## config.mk

```make
export PLATFORM = sky130hd
export DESIGN_NAME = demux8_seq_flat
export DESIGN_NICKNAME = d
export VERILOG_FILES = /design/src/rtl/demux8_seq_if.sv /design/src/rtl/demux8_seq.sv /design/src/flat_wrapper.sv
export SDC_FILE = /design/constraint.sdc
export NUM_CORES = 1
export LEC_CHECK = 0
export CAP_MARGIN = 20
export CORE_ASPECT_RATIO = 0.6
export CORE_MARGIN = 1
export CORE_UTILIZATION = 51
export CTS_CLUSTER_SIZE = 24
export DETAILED_ROUTE_END_ITERATION = 16
export GPL_TIMING_DRIVEN = 0
export PLACE_DENSITY = 0.83
export SYNTH_ARGS = -nofsm -noshare
export SYNTH_HDL_FRONTEND = slang
export SYNTH_SLANG_ARGS = --single-unit
```

## constraint.sdc

```tcl
create_clock -name clk -period 3.1 [get_ports clk]
set_clock_uncertainty 0.05 [all_clocks]
set_input_delay 0.31 -clock clk [delete_from_list [all_inputs] [get_ports clk]]
set_output_delay 0.31 -clock clk [all_outputs]
set_load 0.03 [all_outputs]
```

## src/rtl/demux8_seq_if.sv

```systemverilog
// Bus bundle for the registered 1:8 demultiplexer: input beat, control and slot outputs.
interface demux8_seq_if #(
  parameter int WIDTH = 1
);
  logic [WIDTH-1:0]   din;
  logic               din_valid;
  logic [2:0]         sel;
  logic               auto_en;
  logic               clr;
  logic [8*WIDTH-1:0] dout;
  logic [7:0]         ch_valid;
  logic [2:0]         slot_cnt;
  logic               frame_done;
  logic               ovf;

  modport master (
    output din, din_valid, sel, auto_en, clr,
    input  dout, ch_valid, slot_cnt, frame_done, ovf
  );

  modport slave (
    input  din, din_valid, sel, auto_en, clr,
    output dout, ch_valid, slot_cnt, frame_done, ovf
  );
endinterface

```

## src/rtl/demux8_seq.sv

```systemverilog
// Registered 1:8 demultiplexer. Beats go to the slot named by sel (manual) or by
// an internal wrapping counter (auto, serial-to-parallel). Tracks slot occupancy,
// pulses frame_done after a full 8-beat auto frame, and flags manual overwrites.
module demux8_seq #(
  parameter int WIDTH = 1
) (
  input logic         clk,
  input logic         rst_n,
  demux8_seq_if.slave bus
);

  typedef enum logic [1:0] {IDLE = 2'd0, FILL = 2'd1, DONE = 2'd2} state_t;

  state_t             state_q, state_d;
  logic [8*WIDTH-1:0] dout_q, dout_d;
  logic [7:0]         ch_valid_q, ch_valid_d;
  logic [2:0]         slot_cnt_q, slot_cnt_d;
  logic               ovf_q, ovf_d;

  logic               auto_beat;
  logic               man_beat;
  logic [2:0]         slot;
  logic               frame_done;

  assign auto_beat = bus.din_valid && bus.auto_en;
  assign man_beat  = bus.din_valid && !bus.auto_en;
  assign slot      = bus.auto_en ? slot_cnt_q : bus.sel;

  // State register for the auto-mode framing FSM.
  always_ff @(posedge clk or negedge rst_n) begin
    if (!rst_n) state_q <= IDLE;
    else        state_q <= state_d;
  end

  // Next-state logic: only auto beats advance framing; DONE always lasts one cycle.
  always_comb begin
    state_d = state_q;
    if (bus.clr) begin
      state_d = IDLE;
    end else begin
      case (state_q)
        IDLE:    if (auto_beat) state_d = FILL;
        FILL:    if (auto_beat && slot_cnt_q == 3'd7) state_d = DONE;
        DONE:    state_d = auto_beat ? FILL : IDLE;
        default: state_d = IDLE;
      endcase
    end
  end

  // Output logic: frame_done is the DONE state itself, so it comes straight from a flop.
  always_comb begin
    frame_done = (state_q == DONE);
  end

  // Slot datapath: write the selected slot, restart occupancy on a new auto frame.
  always_comb begin
    dout_d     = dout_q;
    ch_valid_d = ch_valid_q;
    slot_cnt_d = slot_cnt_q;
    ovf_d      = ovf_q;
    if (bus.clr) begin
      dout_d     = '0;
      ch_valid_d = '0;
      slot_cnt_d = '0;
      ovf_d      = 1'b0;
    end else if (bus.din_valid) begin
      // An auto beat outside FILL is slot 0 of a fresh frame: old occupancy is dropped.
      if (auto_beat && state_q != FILL) ch_valid_d = '0;
      if (man_beat && ch_valid_q[slot]) ovf_d = 1'b1;
      for (int k = 0; k < 8; k++) begin
        if (slot == 3'(k)) begin
          dout_d[k*WIDTH +: WIDTH] = bus.din;
          ch_valid_d[k]            = 1'b1;
        end
      end
      if (auto_beat) slot_cnt_d = slot_cnt_q + 3'd1;
    end
  end

  // Slot, occupancy, counter and overflow registers.
  always_ff @(posedge clk or negedge rst_n) begin
    if (!rst_n) begin
      dout_q     <= '0;
      ch_valid_q <= '0;
      slot_cnt_q <= '0;
      ovf_q      <= 1'b0;
    end else begin
      dout_q     <= dout_d;
      ch_valid_q <= ch_valid_d;
      slot_cnt_q <= slot_cnt_d;
      ovf_q      <= ovf_d;
    end
  end

  assign bus.dout       = dout_q;
  assign bus.ch_valid   = ch_valid_q;
  assign bus.slot_cnt   = slot_cnt_q;
  assign bus.frame_done = frame_done;
  assign bus.ovf        = ovf_q;

endmodule

```

## src/flat_wrapper.sv

```systemverilog
// flat-port wrapper written by rule: the top's interface ports become plain ports
module demux8_seq_flat 
#(
  parameter int WIDTH = 1
)
  (clk, rst_n, bus_din, bus_din_valid, bus_sel, bus_auto_en, bus_clr, bus_dout, bus_ch_valid, bus_slot_cnt, bus_frame_done, bus_ovf);
  demux8_seq_if #(.WIDTH(WIDTH)) bus_i ();
  input logic clk;
  input logic rst_n;
  input wire logic [$bits(bus_i.din)-1:0] bus_din;
  input wire logic [$bits(bus_i.din_valid)-1:0] bus_din_valid;
  input wire logic [$bits(bus_i.sel)-1:0] bus_sel;
  input wire logic [$bits(bus_i.auto_en)-1:0] bus_auto_en;
  input wire logic [$bits(bus_i.clr)-1:0] bus_clr;
  output wire logic [$bits(bus_i.dout)-1:0] bus_dout;
  output wire logic [$bits(bus_i.ch_valid)-1:0] bus_ch_valid;
  output wire logic [$bits(bus_i.slot_cnt)-1:0] bus_slot_cnt;
  output wire logic [$bits(bus_i.frame_done)-1:0] bus_frame_done;
  output wire logic [$bits(bus_i.ovf)-1:0] bus_ovf;
  assign bus_i.din = bus_din;
  assign bus_i.din_valid = bus_din_valid;
  assign bus_i.sel = bus_sel;
  assign bus_i.auto_en = bus_auto_en;
  assign bus_i.clr = bus_clr;
  assign bus_dout = bus_i.dout;
  assign bus_ch_valid = bus_i.ch_valid;
  assign bus_slot_cnt = bus_i.slot_cnt;
  assign bus_frame_done = bus_i.frame_done;
  assign bus_ovf = bus_i.ovf;
  demux8_seq #(.WIDTH(WIDTH)) u_core (.clk(clk), .rst_n(rst_n), .bus(bus_i));
endmodule
```

==> impl_metrics.ini, run 1 <==
[outcome]
outcome = finished, final reports clean

[clocking]
hold_buffers = 0
cts_buffer_depth = 2
cts-root-buf = clkbuf_8
numCtsBuffers = 3
clock_latency_ns = 0.27
cts_htree_levels = 1
cts.repair.resized = 0
cts_tree = built
post-cts-setup-buffers = 0
clk_pin_slew_ns = 0.08
clock-sinks = 22

[critical_path]
crit_type = flop to output pin
worst_setup_path_start_kind = flop
cp.arrival_ns = 1.51
slowest_stage = clkdlybuf4s50_1
critPathCaptureType = output pin
critPathMaxFanout = 8
max_stage_delay_ns = 0.73
crit_path_cell_trace = clkdlybuf4s50_1
critPathBufInv = 1
rrSetupSlack_ns = 1.54
cpLargestDelayFamily = buffers and inverters
worstPathRequired_ns = 2.74

[pwr]
irDropWorstVdd_mv = 0.269
combPwrFrac = 0.177
internal-power_uw = 454
switching_share = 0.273
p_total_uw = 625
power_density_nw_per_um2 = 406
clkPwrFrac = 0.335
pwr-share-seq = 0.488
netSwitchingPower_uw = 171
total_leakage_power_nw = 0.686

[global_route]
grt.total_usage = 0.265
gr-total-overflow = 0
grt_antenna_before_repair = 0
grt_start_max_net_pins = 23
grt_pass1_wl_um = 4640
grt_pass1_vias = 979

[detailed_routing]
route.met2.wl_um = 1430
firstDrtPassIters = 4
drcViolationCount = 0
ant_nets = 0
maxUsedRoutingLayer = met4
met3_length_um = 272
met1_length_um = 1260
wl_per_cell_um = 17.1
vias = 1022
via_per_inst = 5.81
drtIter0Drc = 52
drt_wl_total_um = 3000

[place]
dp_hpwl_um = 2180
portBuffers = 27
place.gp.congestion = 0.889

[sta]
fin_setup_tns_ns = 0
finalSetupViolCount = 0
fmax_mhz = 535
worst_pin_slew_ns = 0.977
maxSlewHeadroom = 0.347
period_needed_ns = 1.87
hold_viol = 0
min_period_over_period = 0.603
slew_viol_final = 0
rsz0062_at_grt = no

[die]
coreArea_um2 = 2180
die_area_um2 = 2510
fp.dieH_um = 39.2
die_w_um = 64.0
start_util = 0.540
fp-row-count = 13
io_pins = 30

[finish]
layout_commonest_cell = clkdlybuf4s50_1
nFillCells = 170
layout-drive-gt1-share = 0.110
diodes = 0
multiInputGateArea_um2 = 574
final_cell_mix = 27 x clkdlybuf4s50_1, 22 x dfrtp_1, 15 x nor2_1
area_delta_synth_final_pct = 30.8
ff_latch_area_um2 = 551
nNetsFinal = 158

[synthesis]
synthFlopType = dfrtp_1
synth_edf_count = 0
synth_cell_types = 32
ys_warn_count = 0
async_flop_share = 1.00
synth_seq_cells = 22
synth_nets = 126
synth_cells = 115
synth-seq-area-share = 0.468
synth_area_per_cell_um2 = 10.2
netlist_area_um2 = 1180

[worst_hold_path]
hold_class = primary input to flop

[flow_run]
max_cap_viol_count = 0
[synth_stat cells (2+ instances only)]
cell      count  area [um^2]
dfrtp_1      22          551
nor2_1       15         56.3
nand2_1      12         45.0
a21oi_1      11         55.1
mux2i_1      10          100
o211ai_1      8         60.1
and3b_2       3         30.0
nand3_1       3         15.0
nor3b_1       3         22.5
buf_2         2         10.0
clkbuf_1      2         7.51
ha_1          2         25.0
nand2b_1      2         12.5
nor3_1        2         10.0
[stage by stage]
step	instance area, um^2	util	cells	setup WS (ns)	hold slack [ns]
5_1_grt	1540	0.707	176	1.20	0.383
3_3_place_gp	1490	0.681	172	1.25	0.439
6_report	1540	0.707	176	1.23	0.359
3_5_place_dp	1490	0.681	172	1.15	0.466
2_1_floorplan	1180	-	115	1.60	-0.0356
4_1_cts	1540	0.707	176	1.24	0.361
[layout make-up]
cell class	instances	area share
timing repair buffer	27	0.175
multi-input combinational	86	0.373
sequential	22	0.357
clock buffer	4	0.0357
tap	30	0.0244
inverter	1	0.00244
buffer	6	0.0317
[cells by family after synthesis]
family,count (synthesis),synth area share
AND/OR/NAND/NOR,46,0.207
AO/OA/AOI/OAI,25,0.135
flip-flops,22,0.468
multiplexers,12,0.117
buffers and inverters,7,0.0446
adder cells (fa/ha/maj),2,0.0213
XOR/XNOR,1,0.00744
[registers in the layout, summed over array words and instances, names as in the netlist]
register / flops
u_core.bus.dout: 8
u_core.bus.ovf: 1
u_core.bus.slot_cnt: 3
u_core.state_q: 2
u_core.bus.ch_valid: 8
[worst min-delay path: stages]
cell     delay [ns]
buf_2          0.15
mux2i_1        0.13
nor2_1         0.05
[power by group through the flow]
stage               sequential [mW]  combinational (mW)  clock (mW)
CTS                           0.305               0.110       0.211
global placement              0.309               0.106           0
floorplan                     0.325              0.0475           0
global route                  0.306               0.118       0.223
detailed placement            0.310               0.110           0
finish                        0.305               0.111       0.209
[routing by layer]
| layer | vias to the layer above | global-route usage |
|---|---|---|
| met3 | 6 | 0.0912 |
| met2 | 54 | 0.476 |
| met4 | 0 | 0.102 |
| li1 | 481 | - |
| met1 | 481 | 0.298 |
| met5 | - | 0 |
[final timing paths]
kind                                        startpoint                      to  cells after the start
worst min register to register      u_core.bus.dout[6]      u_core.bus.dout[6]                      2
worst max-delay path            u_core.bus.slot_cnt[1]         bus_slot_cnt[1]                      1
min in group asynchronous                        rst_n      u_core.bus.dout[6]                      1
worst min-delay path                           bus_din      u_core.bus.dout[6]                      3
worst max register to register  u_core.bus.slot_cnt[0]      u_core.bus.dout[6]                      4
max in group asynchronous                        rst_n  u_core.bus.ch_valid[0]                      1
Note: power is estimated with default switching activity, not from simulation.
==> run 2, diff against run 1 <==
- CORE_UTILIZATION: 51 -> 43
- PLACE_DENSITY: 0.83 -> 0.74
- clock period: 3.1 -> 1.5 ns (I/O delays scaled with it)
==> impl_metrics.ini, run 2 (synthesis gave the netlist of run 1 again) <==
[detailed_routing]
via_per_inst = 5.79
wl_per_cell_um = 16.5
drtIter0Drc = 104
drcViolationCount = 0
drt_wl_total_um = 3010
ant_nets = 0
vias = 1054
firstDrtPassIters = 4

[pwr]
total_leakage_power_nw = 0.846
netSwitchingPower_uw = 358
power_density_nw_per_um2 = 812
internal-power_uw = 938
switching_share = 0.276
pwr-share-seq = 0.486
combPwrFrac = 0.179
clkPwrFrac = 0.335
irDropWorstVdd_mv = 0.459

[place]
dp_hpwl_um = 2160
place.gp.congestion = 0.890
portBuffers = 27
dp.cells = 174

[global_route]
grtUsageMet2 = 0.357
grt.total_usage = 0.219
grt_pass1_wl_um = 4910
gr-total-overflow = 0
grt_start_max_net_pins = 23
grtUsageMet1 = 0.285
grt_pass1_vias = 1028
use_met3 = 0.0697
grt_antenna_before_repair = 0
top_usage_layer = met2

[critical_path]
worstPathRequired_ns = 1.60
cp.arrival_ns = 1.57
crit_type = flop to flop
critPathCaptureType = flop
max_stage_delay_ns = 0.47
slowest_stage = dfrtp_2
critPathMaxFanout = 8
reg2regPathDepth = 4
crit_path_cell_trace = and3b_2 -> o211ai_1 -> mux2i_1 -> nor2_1
worst_setup_path_start_kind = flop

[flow_run]
max_cap_viol_count = 0

[sta]
maxSlewHeadroom = 0.693
rsz0062_at_grt = yes
slew_viol_final = 0
period_needed_ns = 1.47
min_period_over_period = 0.980
worst_pin_slew_ns = 0.460
finalSetupViolCount = 0
hold_viol = 0
fmax_mhz = 680

[finish]
nFillCells = 217
multiInputGateArea_um2 = 593
postLayoutCoreUtil = 0.625
nNetsFinal = 162
area_delta_synth_final_pct = 35.7
layout_commonest_cell = dfrtp_1
final_cell_mix = 20 x dfrtp_1, 19 x dlygate4sd2_1, 15 x nor2_1
diodes = 0
layout-drive-gt1-share = 0.167
ff_latch_area_um2 = 553
final_cell_count_no_fill = 182

[clocking]
clock-sinks = 22
cts_htree_levels = 1
cts-root-buf = clkbuf_8
clock_latency_ns = 0.27
hold_buffers = 0
cts_tree = built
clk_pin_slew_ns = 0.08
cts_buffer_depth = 2
numCtsBuffers = 3

[die]
die_area_um2 = 2960
coreArea_um2 = 2560
io_pins = 30
die_w_um = 69.6
fp.dieH_um = 42.5
start_util = 0.460
fp-row-count = 14

[worst_hold_path]
hold_class = primary input to asynchronous set/reset pin

[outcome]
outcome = finished, final reports clean
==> run 2: power groups by stage <==
stage / registers, mW / logic (mW) / clock network (mW)
finish: 0.630 / 0.232 / 0.434
floorplan: 0.671 / 0.0981 / 0
detailed placement: 0.642 / 0.227 / 0
CTS: 0.630 / 0.217 / 0.444
global placement: 0.640 / 0.221 / 0
global route: 0.635 / 0.248 / 0.474
==> run 2: final cells by class <==
| type | instances | share of cell area |
|---|---|---|
| plain buffers | 6 | 0.0305 |
| clock buffers | 4 | 0.0345 |
| inverters | 1 | 0.00235 |
| multi-input cells | 86 | 0.371 |
| flip-flops and latches | 22 | 0.346 |
| well taps | 32 | 0.0251 |
| repair buffers | 31 | 0.190 |
==> run 2: through the flow <==
step | hold slack (ns) | setup slack [ns] | setup TNS, ns | power (mW) | cell area [um^2]
2_1_floorplan | -0.196 | 0.000868 | 0 | 0.769 | 1180
3_3_place_gp | 0.437 | -0.220 | -1.76 | 0.861 | 1490
3_5_place_dp | 0.470 | -0.272 | -2.34 | 0.869 | 1490
4_1_cts | 0.199 | 0.000646 | 0 | 1.29 | 1520
5_1_grt | 0.0294 | -0.0257 | -0.0616 | 1.36 | 1600
6_report | 0.0414 | 0.0295 | 0 | 1.30 | 1600
==> run 2: worst paths after layout <==
path | startpoint | end | slack (ns)
setup / recovery | u_core.bus.slot_cnt[1] | u_core.bus.dout[2] | 0.03
setup reg to reg | u_core.bus.slot_cnt[1] | u_core.bus.dout[2] | 0.03
min in group clk | bus_din | u_core.bus.dout[6] | 0.20
hold / removal | rst_n | u_core.state_q[0] | 0.04
max in group asynchronous | rst_n | u_core.bus.slot_cnt[1] | 0.98
hold reg to reg | u_core.bus.ovf | u_core.bus.ovf | 0.47
==> run 2: repair_timing <==
action | in CTS | in global routing
endpoints found under the setup margin | 20 | 10
gates resized for setup | 20 | 7
setup buffers | 0 | 3
gates cloned | 0 | 0
pin swaps | 0 | 5
==> run 2: routing by layer <==
metal	wire (um)	vias to the layer above
met5	0	-
met4	30	0
met3	305	4
met2	1380	62
met1	1300	500
li1	-	488
==> run 2: worst max-delay path: cells and delay by family (launching register included) <==
family	cells	cell delay, ns
compound gates	1	0.27
flops	1	0.47
mux	1	0.27
simple gates	2	0.30
